[config.mk]
export PLATFORM = sky130hd
export DESIGN_NAME = uart_send
export DESIGN_NICKNAME = d
export VERILOG_FILES = /design/src/rtl/uart_pkg.sv /design/src/rtl/uart_baud_cnt.sv /design/src/rtl/uart_send.sv
export SDC_FILE = /design/constraint.sdc
export NUM_CORES = 1
export LEC_CHECK = 0
export CELL_PAD_IN_SITES_DETAIL_PLACEMENT = 1
export CELL_PAD_IN_SITES_GLOBAL_PLACEMENT = 1
export CORE_ASPECT_RATIO = 1.25
export CORE_MARGIN = 8
export CORE_UTILIZATION = 30
export CTS_BUF_LIST = sky130_fd_sc_hd__clkbuf_2 sky130_fd_sc_hd__clkbuf_4 sky130_fd_sc_hd__clkbuf_8
export DETAILED_ROUTE_END_ITERATION = 8
export GPL_ROUTABILITY_DRIVEN = 0
export PLACE_DENSITY_LB_ADDON = 0.12
export SYNTH_ARGS = -nofsm -noshare
export SYNTH_HDL_FRONTEND = slang
export SYNTH_SLANG_ARGS = --single-unit
[constraint.sdc]
create_clock -name sys_clk -period 1.9 [get_ports sys_clk]
set_input_delay 0.38 -clock sys_clk [delete_from_list [all_inputs] [get_ports sys_clk]]
set_output_delay 0.38 -clock sys_clk [all_outputs]
set_load 0.01 [all_outputs]
[src/rtl/uart_pkg.sv]
// uart_pkg: shared state encoding and 8N1 frame constants for uart_send
package uart_pkg;
  typedef enum logic [1:0] {IDLE, START, DATA, STOP} uart_state_e;
  localparam int DATA_BITS = 8;
  localparam int STOP_BITS = 1;
endpackage

[src/rtl/uart_baud_cnt.sv]
// uart_baud_cnt: per-bit cycle counter, pulses bit_end on the last cycle of each bit
module uart_baud_cnt #(
  parameter int BPS_CNT = 16
) (
  input  logic clk,
  input  logic rst,
  input  logic clr,
  output logic bit_end
);
  localparam int W = (BPS_CNT > 1) ? $clog2(BPS_CNT) : 1;
  logic [W-1:0] cnt_q, cnt_d;
  assign bit_end = cnt_q == W'(BPS_CNT - 1);
  always_comb cnt_d = (clr || bit_end) ? '0 : cnt_q + 1'b1;
  always_ff @(posedge clk) cnt_q <= rst ? '0 : cnt_d;
endmodule

[src/rtl/uart_send.sv]
// uart_send: 8N1 UART transmitter, frame started by a rising edge of uart_en
module uart_send
  import uart_pkg::*;
#(
  parameter int CLK_FREQ = 50000000,
  parameter int UART_BPS = 9600
) (
  input  logic       sys_clk,
  input  logic       sys_rst,
  input  logic       uart_en,
  input  logic [7:0] uart_din,
  output logic       uart_txd,
  output logic       uart_tx_busy
);
  localparam int BPS_CNT = CLK_FREQ / UART_BPS;
  localparam int BIT_W = $clog2(DATA_BITS);
  uart_state_e state_q, state_d;
  logic [BIT_W-1:0] bit_q, bit_d;
  logic [DATA_BITS-1:0] shift_q, shift_d;
  logic txd_q, txd_d, busy_q, busy_d, en_prev_q, start, bit_end, last_bit;
  // counter is held at zero while idle so the start bit is timed from the accepting edge
  uart_baud_cnt #(.BPS_CNT(BPS_CNT)) u_baud (
    .clk(sys_clk),
    .rst(sys_rst),
    .clr(state_q == IDLE),
    .bit_end(bit_end)
  );
  assign start = uart_en & ~en_prev_q;
  assign last_bit = bit_q == BIT_W'(DATA_BITS - 1);
  assign uart_txd = txd_q;
  assign uart_tx_busy = busy_q;
  always_comb begin
    state_d = state_q;
    bit_d = bit_q;
    shift_d = shift_q;
    txd_d = txd_q;
    busy_d = busy_q;
    case (state_q)
      IDLE: if (start) begin
        state_d = START;
        shift_d = uart_din;
        txd_d = 1'b0;
        busy_d = 1'b1;
      end
      START: if (bit_end) begin
        state_d = DATA;
        bit_d = '0;
        txd_d = shift_q[0];
        shift_d = shift_q >> 1;
      end
      DATA: if (bit_end) begin
        state_d = last_bit ? STOP : DATA;
        bit_d = bit_q + 1'b1;
        txd_d = last_bit ? 1'b1 : shift_q[0];
        shift_d = shift_q >> 1;
      end
      STOP: if (bit_end) begin
        state_d = IDLE;
        txd_d = 1'b1;
        busy_d = 1'b0;
      end
      default: state_d = IDLE;
    endcase
  end
  always_ff @(posedge sys_clk) begin
    if (sys_rst) begin
      state_q <= IDLE;
      bit_q <= '0;
      shift_q <= '0;
      txd_q <= 1'b1;
      busy_q <= 1'b0;
      en_prev_q <= 1'b0;
    end else begin
      state_q <= state_d;
      bit_q <= bit_d;
      shift_q <= shift_d;
      txd_q <= txd_d;
      busy_q <= busy_d;
      en_prev_q <= uart_en;
    end
  end
endmodule

==> flow_summary.json <==
{
  "outcome": "finished clean",
  "yosys_warnings": 0,
  "clk_pin_slew_ns": 0.06,
  "fin_crit_sh": 0.911,
  "numClockSinks": 29,
  "slew-limit-headroom": 0.671,
  "grt.total_usage": 0.105,
  "grt_max_degree": 16,
  "viasPerCell": 5.15,
  "io_buffer_count": 12,
  "grt_pass1_vias": 1369,
  "syn_inst": 158,
  "p_per_area_nw_per_um2": 1300,
  "hold_viol_final": 0,
  "crit_fanout": 7,
  "ff_latch_area_um2": 581,
  "slowest_stage": "dfxtp_1",
  "netlist_top_cells_area": "dfxtp_1 40%, ha_1 6.8%, mux2i_1 4.8%, xnor2_1 4.8%, nor2_1 4.6%",
  "ys_types": 40,
  "cts_max_level": 2,
  "ys_seq_elements": 29,
  "layout.nets": 198,
  "setup_viol": 0,
  "grt_pass1_wl_um": 6080,
  "drtAntennaViolNets": 0,
  "post_cts_buffers": 0,
  "area_growth_pct": 21.2,
  "root_buffer": "clkbuf_8",
  "nFillCells": 563,
  "gr-total-overflow": 0,
  "first_iter_violations": 37,
  "tightest_slew_ns": 0.491,
  "yosysTopAreaCell": "dfxtp_1",
  "cap_violations": 0,
  "setup.worst_path.end_class": "flop",
  "ys.flop_type": "dfxtp_1",
  "drc": 0,
  "ios": 13,
  "firstDrtPassIters": 4,
  "syn_area_per_cell_um2": 9.30,
  "hold_path.class": "flop to flop",
  "clk_latency_ns": 0.28,
  "p_leak_nw": 0.641,
  "hold_buffers": 0,
  "core_area_um2": 4730,
  "seq_area_frac_synth": 0.395,
  "placedCellCount": 232,
  "diodes": 0,
  "start_util": 0.311,
  "rsz0062_at_grt": "false",
  "dieArea_um2": 7410,
  "slowest_delay_ns": 0.36,
  "layout_min_cycle_time_ns": 1.73,
  "finalNonFillerCells": 239,
  "fin_tns_setup_ns": 0,
  "dieHeight_um": 94.2,
  "multiInputGateArea_um2": 832,
  "num_vias": 1230,
  "clock.fmax_mhz": 577,
  "drive_above_1_share": 0.112,
  "cts_buffers": 5,
  "clock_skew_ns": 0.00285,
  "synth_nets": 177,
  "antenna_found_initial": 0,
  "slew_viol_final": 0,
  "netlist.area_leader.share": 0.395,
  "syn-cell-area_um2": 1470,
  "cp.arrival_ns": 1.95,
  "worstSetupPathType": "flop to flop",
  "async_flop_share": 0,
  "wl_per_cell_um": 15.1,
  "peakVddDrop_mv": 0.630,
  "cts_buffer_depth": 2,
  "worst_ep_required_time_ns": 2.12,
  "synth-edff-count": 0,
  "start_kind": "flop",
  "wl_um": 3620,
  "std_cell_rows": 28,
  "chipWidth_um": 78.6,
  "cts_tree": "built",
  "dp_hpwl_um": 2740,
  "path_cells": "inv_1 -> ha_1 -> nor3_1 -> a31oi_1 -> o21ai_0 -> o311a_1"
}
area by class of cell:
class	instances	share of cell area
Tap cell	60	0.0422
Timing Repair Buffer	19	0.0970
Multi-Input combinational cell	116	0.467
Sequential cell	29	0.326
Inverter	8	0.0169
Clock buffer	7	0.0506
timing repair:
item	in CTS	in global routing
setup endpoints to repair	0	1
resized for setup	0	1
hold endpoints to repair	0	0
cells by family (layout without fill, tap and decap cells):
kind of cell,Yosys count,after routing,share of synthesized area
AND/OR/NAND/NOR,57,57,0.218
AO/OA/AOI/OAI,33,33,0.160
flip-flops,29,29,0.395
buffers and inverters,13,34,0.0451
XOR/XNOR,11,11,0.0656
adder cells (fa/ha/maj),8,8,0.0681
multiplexers,7,7,0.0477
routing by layer:
metal	wire length (um)	track usage
met5	0	0
met1	1500	0.101
met4	41	0.0464
met2	1970	0.194
met3	102	0.0364
cells in the mapped netlist (2+ instances only):
| library cell | number |
|---|---|
| buf_6 | 2 |
| o32ai_1 | 2 |
| nor2b_1 | 3 |
| and4b_1 | 2 |
| a311oi_1 | 7 |
| dfxtp_1 | 29 |
| nor2_1 | 18 |
| ha_1 | 8 |
| nand3_1 | 8 |
| nand4_1 | 2 |
| nor4bb_1 | 2 |
| xor2_1 | 3 |
| xnor2_1 | 8 |
| nor3_1 | 4 |
| o21ai_0 | 4 |
| a21oi_1 | 9 |
| a21oi_2 | 2 |
| buf_2 | 2 |
| and3_1 | 3 |
| inv_1 | 8 |
| nand2_1 | 7 |
| mux2i_1 | 7 |
worst paths after layout:
path                                 from                      end  slack [ns]  cells after the start
hold / removal      bit_q[2]$_SDFFE_PP0P_    bit_q[2]$_SDFFE_PP0P_        0.49                      2
hold reg to reg     bit_q[2]$_SDFFE_PP0P_    bit_q[2]$_SDFFE_PP0P_        0.49                      2
setup reg to reg  state_q[0]$_SDFFE_PP0P_  state_q[0]$_SDFFE_PP0P_        0.17                      6
setup / recovery  state_q[0]$_SDFFE_PP0P_  state_q[0]$_SDFFE_PP0P_        0.17                      6
stage by stage:
step           setup WS, ns  utilization  hold WS, ns  area [um^2]  power [mW]
2_1_floorplan         0.230            -        0.452         1470        1.55
4_1_cts              0.0886        0.374        0.494         1770        2.32
5_1_grt             0.00587        0.376        0.520         1780        2.47
6_report              0.168        0.376        0.493         1780        2.31
3_3_place_gp          0.158        0.355        0.465         1680        1.72
3_5_place_dp         0.0469        0.355        0.486         1680        1.78
critical path: cells and delay by family (launching register included):
family | cells | cell delay, ns
AOI/OAI and AO/OA | 3 | 0.66
DFF | 1 | 0.36
adders and majority gates | 1 | 0.29
and+or+nand+nor | 1 | 0.27
buffers and inverters | 1 | 0.10
state kept, by name (all words and copies together), names as in the netlist:
signal        cells
en_prev_q         1
shift_q           8
uart_tx_busy      1
bit_q             3
u_baud.cnt_q     13
state_q           2
uart_txd          1
cell usage in the layout (no fill, tap or decap), types with 2 or more instances in the layout:
| cell | synthesis | final |
|---|---|---|
| mux2i_1 | 7 | 7 |
| buf_4 | 0 | 7 |
| and4b_1 | 2 | 2 |
| inv_1 | 8 | 8 |
| o32ai_1 | 2 | 2 |
| a21oi_1 | 9 | 9 |
| dfxtp_1 | 29 | 29 |
| nand3_1 | 8 | 8 |
| and3_1 | 3 | 3 |
| xor2_1 | 3 | 3 |
| nor2b_1 | 3 | 3 |
| ha_1 | 8 | 8 |
| nor4bb_1 | 2 | 2 |
| xnor2_1 | 8 | 8 |
| nor2_1 | 18 | 18 |
| a21oi_2 | 2 | 2 |
| nand4_1 | 2 | 2 |
| a311oi_1 | 7 | 7 |
| o21ai_0 | 4 | 4 |
| nand2_1 | 7 | 7 |
| clkbuf_8 | 0 | 6 |
| clkdlybuf4s50_1 | 0 | 12 |
| nor3_1 | 4 | 4 |
power by group:
part	total (mW)	switching [mW]	internal [mW]
Clock	0.521	0.220	0.301
Combinational	1.02	0.583	0.433
Sequential	0.773	0.0633	0.710
Note: power is estimated with default switching activity, not from simulation.
